<file path="config.mk">
export PLATFORM = sky130hd
export DESIGN_NAME = byte_splitter_flat
export DESIGN_NICKNAME = d
export VERILOG_FILES = /design/src/rtl/byte_splitter_if.sv /design/src/rtl/byte_splitter.sv /design/src/flat_wrapper.sv
export SDC_FILE = /design/constraint.sdc
export NUM_CORES = 1
export LEC_CHECK = 0
export BUFFER_PORTS_ARGS = -buffer_cell sky130_fd_sc_hd__buf_4
export CAP_MARGIN = 15
export CORE_AREA = 10 10 72 74
export CTS_CLUSTER_SIZE = 14
export DETAILED_ROUTE_END_ITERATION = 16
export DIE_AREA = 0 0 82 84
export PLACE_DENSITY = 0.87
export SYNTH_ARGS = -nofsm -noshare
export SYNTH_HDL_FRONTEND = slang
export SYNTH_SLANG_ARGS = --single-unit
</file>
<file path="constraint.sdc">
create_clock -name clk -period 1.2 [get_ports clk]
set_clock_uncertainty 0.05 [all_clocks]
set_input_delay 0.06 -clock clk [delete_from_list [all_inputs] [get_ports clk]]
set_output_delay 0.06 -clock clk [all_outputs]
set_load 0.03 [all_outputs]
</file>
<file path="src/rtl/byte_splitter_if.sv">
// Bus interface for byte_splitter: the word/control inputs and the
// registered byte-lane, flag and valid outputs.
// Optional feature: define SPLITTER_PARITY_EN to add the per-lane parity bus P.
interface byte_splitter_if;
    logic [31:0] A;      // word to split
    logic        en;     // load enable
    logic        swap;   // 0: O1 gets MSB, 1: byte order reversed
    logic [7:0]  O1;     // byte lane 1
    logic [7:0]  O2;     // byte lane 2
    logic [7:0]  O3;     // byte lane 3
    logic [7:0]  O4;     // byte lane 4
    logic [3:0]  Z;      // Z[i] set when lane O(i+1) is zero
    logic        valid;  // at least one word captured since reset
`ifdef SPLITTER_PARITY_EN
    logic [3:0]  P;      // P[i] = XOR of lane O(i+1) bits
`endif

    // Driver side: supplies the word and control, observes the lanes.
    modport master (
        output A, en, swap,
        input  O1, O2, O3, O4, Z, valid
`ifdef SPLITTER_PARITY_EN
        , input P
`endif
    );

    // Splitter side: consumes the word and control, drives the lanes.
    modport slave (
        input  A, en, swap,
        output O1, O2, O3, O4, Z, valid
`ifdef SPLITTER_PARITY_EN
        , output P
`endif
    );
endinterface

</file>
<file path="src/rtl/byte_splitter.sv">
// Registered word-to-byte splitter. A 32-bit word is captured on a clock
// edge with en high and its four bytes are presented on O1..O4 in either
// MSB-first (swap = 0) or LSB-first (swap = 1) order, together with
// per-lane zero flags and a sticky valid flag.
// Optional feature: define SPLITTER_PARITY_EN to add registered per-lane
// parity P[3:0]; with the macro undefined the port and its logic are absent.
module byte_splitter (
    input  logic            clk,
    input  logic            reset,
    byte_splitter_if.slave  bus
);

    // Lane index 0 corresponds to O1, index 3 to O4.
    logic [3:0][7:0] lane_d;
    logic [3:0][7:0] lane_q;
    logic [3:0]      z_d;
    logic [3:0]      z_q;
    logic            valid_q;
`ifdef SPLITTER_PARITY_EN
    logic [3:0]      p_d;
    logic [3:0]      p_q;
`endif

    // Select the byte order of the incoming word and derive flags from the
    // lanes about to be loaded, so flags always match the lanes they describe.
    always_comb begin
        // NOTE: every signal gets a value before any conditional logic, so no latch can be inferred.
        lane_d = '0;
        z_d    = '0;
`ifdef SPLITTER_PARITY_EN
        p_d    = '0;
`endif
        for (int i = 0; i < 4; i++) begin
            lane_d[i] = bus.swap ? bus.A[8*i +: 8] : bus.A[8*(3-i) +: 8];
            z_d[i]    = (lane_d[i] == 8'h00);
`ifdef SPLITTER_PARITY_EN
            p_d[i]    = ^lane_d[i];
`endif
        end
    end

    // Capture register: reset to an all-zero lane image, load on en, else hold.
    always_ff @(posedge clk) begin
        // NOTE: reset is sampled only at the clock edge and takes priority over en, so a word presented with reset is discarded.
        if (reset) begin
            // NOTE: non-blocking assignments keep every register sampling pre-edge values, independent of statement order.
            lane_q  <= '0;
            z_q     <= 4'b1111;
            valid_q <= 1'b0;
`ifdef SPLITTER_PARITY_EN
            p_q     <= 4'b0000;
`endif
        end else if (bus.en) begin
            lane_q  <= lane_d;
            z_q     <= z_d;
            valid_q <= 1'b1;
`ifdef SPLITTER_PARITY_EN
            p_q     <= p_d;
`endif
        end
    end

    // Outputs come straight from registers; no input reaches them combinationally.
    assign bus.O1    = lane_q[0];
    assign bus.O2    = lane_q[1];
    assign bus.O3    = lane_q[2];
    assign bus.O4    = lane_q[3];
    assign bus.Z     = z_q;
    assign bus.valid = valid_q;
`ifdef SPLITTER_PARITY_EN
    assign bus.P     = p_q;
`endif

endmodule

</file>
<file path="src/flat_wrapper.sv">
// flat-port wrapper written by rule: the top's interface ports become plain ports
module byte_splitter_flat 
  (clk, reset, bus_A, bus_en, bus_swap, bus_O1, bus_O2, bus_O3, bus_O4, bus_Z, bus_valid);
  byte_splitter_if bus_i ();
  input  logic clk;
  input  logic reset;
  input wire logic [$bits(bus_i.A)-1:0] bus_A;
  input wire logic [$bits(bus_i.en)-1:0] bus_en;
  input wire logic [$bits(bus_i.swap)-1:0] bus_swap;
  output wire logic [$bits(bus_i.O1)-1:0] bus_O1;
  output wire logic [$bits(bus_i.O2)-1:0] bus_O2;
  output wire logic [$bits(bus_i.O3)-1:0] bus_O3;
  output wire logic [$bits(bus_i.O4)-1:0] bus_O4;
  output wire logic [$bits(bus_i.Z)-1:0] bus_Z;
  output wire logic [$bits(bus_i.valid)-1:0] bus_valid;
  assign bus_i.A = bus_A;
  assign bus_i.en = bus_en;
  assign bus_i.swap = bus_swap;
  assign bus_O1 = bus_i.O1;
  assign bus_O2 = bus_i.O2;
  assign bus_O3 = bus_i.O3;
  assign bus_O4 = bus_i.O4;
  assign bus_Z = bus_i.Z;
  assign bus_valid = bus_i.valid;
  byte_splitter u_core (.clk(clk), .reset(reset), .bus(bus_i));
endmodule
</file>
==> summary.txt, run 1 <==
Run status
  – Status: finished clean

Clocking
  – Setup Fix Bufs, Post-CTS: 0
  – Clk pin slew, worst setup/hold paths: 0.07 ns
  – Hold-fix buffers, CTS: 0
  – PostCTS Resize Cnt: 0
  – CTS tree: yes
  – # clock sinks: 37
  – CTS H-Tree Depth: 2
  – CTS Buffer Depth: 2
  – Clk root buf: clkbuf_8
  – Clock latency on the worst-skew pair: 0.28 ns
  – Number of buffers created by CTS: 5

Critical path
  – Crit path cell chain: buf_4
  – Worst Reg2Reg Path Length in Cells: 2
  – Req. time, crit path: 1.09 ns
  – Crit-path max FO: 2
  – Worst setup path start: u_core.bus.Z[1]
  – Crit Reg-Reg Endpoint: u_core.bus.O1[2]
  – Worst setup path endpoint: bus_Z[1]
  – WP data arrival: 0.82 ns
  – Crit path depth: 1
  – Crit end category: output pin
  – Reg2Reg Setup Slack: 0.43 ns
  – CP delay by family, top: flip-flops
  – Crit path kind: flip-flop to output pin
  – CP max stage cell: dfxtp_1
  – Buf/Inv on CP: 1
  – FF-to-FF Start: u_core.bus.O1[2]
  – Max incr delay on CP: 0.36 ns
  – Crit start category: flip-flop

Synth
  – EDFF count, synth: 0
  – Post-synthesis sequential area ratio: 42.7%
  – Top FF cell, synth: dfxtp_1
  – Ys async rst share: 0%
  – Synthesized netlist net count: 222
  – Synth top cells by count: dfxtp_1, mux2i_1, nor2_1
  – Netlist cell types: 21
  – Post-Syn Area per Cell: 9.32 µm²
  – Synth top area cells: dfxtp_1, mux2i_1, a211oi_1
  – Synth area leader: dfxtp_1
  – Gate Count Post-Synth: 186
  – Most common cell in the synthesized netlist: dfxtp_1
  – Mapped cell area: 1730 µm²
  – Flops & latches, synth: 37
  – Synth Warn #: 0
  – Area share of the largest cell type after synthesis: 42.7%

Drt
  – WL final: 5.06 mm
  – Routed via count: 1650
  – Post-route ant nets: 0
  – Vias per cell: 5.43
  – Wire length per cell: 16.6 µm
  – First-pass DRT Iterations: 4
  – Initial DRC Count: 76
  – DRC: 0

Finish
  – # diodes: 0
  – Filler cells: 358
  – Layout Cells excl Fill: 304
  – Area delta synth->final: 36.9%
  – Final nets: 289
  – Footprint of the multi-input gates: 895 µm²
  – FF+latch area: 741 µm²
  – Proportion of layout cells with a drive suffix above 1: 33.1%

Global route
  – Largest net degree at the start of global routing: 38
  – Total track usage: 14.7%
  – GR Util met3: 6.79%
  – Number of global-route vias before repair: 1686
  – Antenna violations before repair: 0
  – Global Route met1 Usage: 17.5%
  – Congestion Overflow GR: 0
  – Met2 usage: 22.9%
  – GRT busiest layer: met2
  – First-pass GRT wire length: 8.16 mm

Power and ir drop
  – Combinational share of power: 25.8%
  – Worst VDD drop: 0.993 mV
  – Sw Ratio: 30.5%
  – Clock power frac: 27.7%
  – Pint: 2.05 mW
  – Pwr/cell area: 1240 nW/µm²
  – Reg power frac: 46.5%
  – Pleak: 1.07 nW
  – P_sw: 900 µW

Die
  – Initial Util: 44.9%
  – # rows: 23
  – Chip height: 84 µm
  – Boundary Pins: 73
  – Die W: 82 µm
  – Core ar.: 3860 µm²
  – Die ar.: 6890 µm²

Timing
  – Worst-Margin Slew: 0.388 ns
  – Final Slew Violations: 0
  – Fin crit share: 77.5%
  – Rel. slew slack: 74.1%
  – FMAX: 1080 MHz
  – Final Hold Vio Count: 0
  – Setup violators final: 0
  – Setup Total Neg Slack: 0 ns
  – RSZ-0062 raised after global routing: no
  – Fin crit period: 0.930 ns

Run
  – Max Cap Viol: 0

Place
  – RD Place Congestion: 0.824
  – Hpwl dp: 3.94 mm
  – IO Port Bufs: 72
  – Cells after DPL: 296

Min path
  – Min-Delay Path Class: input pin to flip-flop
## per-stage QoR
stage	util [%]	power, mW	area, µm²	worst slack, ns	hold slack, ns
5_1_grt	61.5	3.09	2370	0.244	0.0499
3_3_place_gp	59.4	2.15	2290	0.172	0.317
3_5_place_dp	59.4	2.16	2290	0.121	0.333
6_report	61.5	2.95	2370	0.270	0.0297
4_1_cts	61.5	2.99	2370	0.270	0.0239
2_1_floorplan	-	1.84	1730	0.278	0.208
## layout by cell type (no fill, tap or decap), drive strengths merged
cell / count
nand4: 1
o211ai: 2
o31ai: 2
dfxtp: 37
nor3b: 1
buf: 77
a211oi: 32
mux2i: 34
clkbuf: 8
nand3: 1
nor2: 34
nor4: 8
nor3: 4
nand2: 4
or3: 1
inv: 1
and2: 1
a21oi: 6
## power groups by stage
stage | registers [mW] | clock network, mW | logic [mW]
finish | 1.37 | 0.818 | 0.761
floorplan | 1.57 | 0 | 0.264
global route | 1.38 | 0.885 | 0.823
global placement | 1.39 | 0 | 0.753
detailed placement | 1.40 | 0 | 0.768
CTS | 1.37 | 0.847 | 0.770
## worst min path at each step
| stage | startpoint | slack, ns | cells past startpoint | to |
|---|---|---|---|---|
| after global placement | bus_A[22] | 0.32 | 3 | u_core.bus.Z[1] |
| after detailed placement | bus_A[22] | 0.33 | 3 | u_core.bus.Z[1] |
| after CTS | bus_A[22] | 0.02 | 3 | u_core.bus.Z[1] |
| after global routing | bus_A[22] | 0.05 | 3 | u_core.bus.Z[1] |
| final | bus_A[22] | 0.03 | 3 | u_core.bus.Z[1] |
| after floorplan | bus_A[22] | 0.21 | 2 | u_core.bus.Z[1] |
## state kept, by name, indices dropped and copies added, names as in the netlist
signal / count
u_core.bus.O4: 8
u_core.bus.valid: 1
u_core.bus.Z: 4
u_core.bus.O2: 8
u_core.bus.O1: 8
u_core.bus.O3: 8
## cell type report
| cell class | instances | area share, % |
|---|---|---|
| clock buffer | 8 | 3.38 |
| multi-input combinational | 131 | 37.7 |
| tap | 50 | 2.64 |
| timing repair buffer | 77 | 24.9 |
| sequential | 37 | 31.2 |
| inverter | 1 | 0.158 |
## cell families after synthesis
kind of cell	synth area share, %
AND/OR/NAND/NOR	14.1
AO/OA/AOI/OAI	17.9
flip-flops	42.7
multiplexers	19.6
buffers and inverters	5.63
## per-layer routing
metal,routed length [µm],part of all wire (%),vias to the layer above
met2,2340,46,63
met3,518,10,6
met4,53,1.0,0
met1,2150,42,760
met5,0,0,-
li1,-,-,821
Power figures use the tool's default switching activity.
==> run 2: changes to the inputs <==
Settings changed: ABC_AREA from default to 1, CORE_AREA 10 10 72 74 to 10 10 76 78, DIE_AREA 0 0 82 84 to 0 0 86 88, PLACE_DENSITY 0.87 to 0.86.
Clock period 1.2 ns to 1 ns, I/O delays scaled along.
==> run 2 against run 1 <==
Flip-flop and latch count unchanged. Clock power rose by 23%. Worst setup slack got worse by 0.21 ns. Critical path type unchanged. Non-clock buffer count up 11.
==> summary.txt, run 2 <==
Place
  – Hpwl dp: 4.46 mm
  – IO Port Bufs: 72
  – RD Place Congestion: 0.855
  – Cells after DPL: 423

Timing
  – Worst-Margin Slew: 0.352 ns
  – Fin Hold WS: 0.00523 ns
  – Fin crit share: 94.0%
  – Fin crit period: 0.940 ns
  – Final Slew Violations: 0
  – Setup Total Neg Slack: 0 ns
  – Final Hold Vio Count: 0
  – Rel. slew slack: 76.3%
  – FMAX: 1060 MHz
  – Setup violators final: 0
  – RSZ-0062 raised after global routing: no

Global route
  – Number of global-route vias before repair: 2017
  – First-pass GRT wire length: 9.54 mm
  – Antenna violations before repair: 0
  – Largest net degree at the start of global routing: 31
  – Total track usage: 15.2%
  – Congestion Overflow GR: 0

Critical path
  – Req. time, crit path: 0.90 ns
  – Crit path kind: flip-flop to output pin
  – Buf/Inv on CP: 1
  – Crit end category: output pin
  – WP data arrival: 0.84 ns
  – Crit-path max FO: 2
  – Crit start category: flip-flop
  – CP delay by family, top: flip-flops
  – Crit path cell chain: buf_4
  – CP max stage cell: dfxtp_1
  – Max incr delay on CP: 0.37 ns

Power and ir drop
  – Pleak: 1.62 nW
  – Pwr/cell area: 1350 nW/µm²
  – Worst VDD drop: 0.585 mV

Finish
  – Final nets: 422
  – Most common cell after layout, fill and taps aside: nand2_1
  – Commonest cells after routing, fill and taps aside: nand2_1, buf_4, inv_1
  – Proportion of layout cells with a drive suffix above 1: 28.2%
  – # diodes: 0
  – Filler cells: 405
  – Area delta synth->final: 36.5%
  – Layout Cells excl Fill: 439

Drt
  – First-pass DRT Iterations: 4
  – Vias per cell: 4.81
  – Wire length per cell: 13.5 µm
  – WL final: 5.95 mm
  – Routed via count: 2110
  – Post-route ant nets: 0
  – DRC: 0
  – Initial DRC Count: 184

Die
  – Boundary Pins: 73
  – Chip height: 88 µm
  – Die ar.: 7570 µm²
  – Die W: 86 µm
  – # rows: 24
  – Core ar.: 4290 µm²
  – Initial Util: 46.9%

Synth
  – Synth top cells by count: nand2_1, inv_1, dfxtp_1
  – Mapped cell area: 2010 µm²
  – Area share of the largest cell type after synthesis: 36.8%
  – Flops & latches, synth: 37
  – Gate Count Post-Synth: 308
  – Netlist cell types: 18
  – Ys async rst share: 0%
  – Synthesized netlist net count: 344
  – Synth top area cells: dfxtp_1, nand2_1, inv_1
  – Top FF cell, synth: dfxtp_1
  – Most common cell in the synthesized netlist: nand2_1
  – Synth Warn #: 0
  – EDFF count, synth: 0
  – Synth area leader: dfxtp_1
  – Post-synthesis sequential area ratio: 36.8%
  – Post-Syn Area per Cell: 6.53 µm²

Clocking
  – Clock latency on the worst-skew pair: 0.29 ns
  – Clk pin slew, worst setup/hold paths: 0.07 ns
  – # clock sinks: 37
  – CTS tree: yes
  – Number of buffers created by CTS: 5
  – CTS H-Tree Depth: 2
  – CTS Buffer Depth: 2
  – Clk root buf: clkbuf_8

Min path
  – Min-Delay Path Class: input pin to flip-flop

Run
  – Max Cap Viol: 0

Run status
  – Status: finished clean
-- run 2: cell types whose count changed after synthesis, moves of 18 or more --
cell,change
nand2_1,+102
inv_1,+57
mux2i_1,-34
a211oi_1,-32
o211ai_1,+22
nand2_2,+18
-- run 2: cell type report --
type                            count  area (µm²)  area share (%)
Multi-Input combinational cell    194         905            32.9
Clock buffer                        8        80.1            2.92
Inverter                           60         233            8.47
Sequential cell                    37         741            27.0
Tap cell                           52        65.1            2.37
Timing Repair Buffer               88         723            26.3
-- run 2: what timing repair did --
action | CTS | global route
resized for setup | 0 | 6
setup endpoints to repair | 0 | 4
buffers inserted | 0 | 1
hold buffers | 7 | 0
hold endpoints to repair | 5 | 0
-- run 2: through the flow --
stage	power [mW]	worst slack, ns	instance area, µm²	utilization [%]
6_report	3.72	0.0604	2750	64.0
5_1_grt	3.90	0.0439	2750	64.0
4_1_cts	3.73	0.0264	2720	63.3
3_5_place_dp	2.70	-0.0339	2570	59.8
3_3_place_gp	2.68	-0.00685	2570	59.8
2_1_floorplan	2.32	0.151	2010	-
-- run 2: final timing paths --
kind	depth (start not counted)	slack, ns	start	to
min	3	0.005	reset	u_core.bus.Z[2]
max	1	0.06	u_core.bus.O2[6]	bus_O2[6]
max reg2reg	4	0.25	u_core.bus.O1[7]	u_core.bus.O1[7]
min reg2reg	2	0.42	u_core.bus.valid	u_core.bus.valid
-- run 2: routing by layer --
metal  up-vias  global-route usage [%]  share of wire (%)
li1       1085                       -                  -
met1       921                    18.5                 41
met2       102                    23.6                 46
met3         2                    7.15                 12
met4         0                    3.89               0.47
met5         -                       0                  0
-- run 2: power breakdown --
| group | switching, mW | leakage [nW] | internal [mW] |
|---|---|---|---|
| clock | 0.519 | 0.0395 | 0.496 |
| sequential | 0.0652 | 0.308 | 1.59 |
| combinational | 0.627 | 1.27 | 0.427 |
-- run 2: cells by family (layout without fill, tap and decap cells) --
group / after synthesis / after routing / share of synthesized area [%]
flops: 37 / 37 / 36.8
buf+inv: 77 / 156 / 18.8
simple gates: 150 / 150 / 30.5
compound gates: 44 / 44 / 13.9
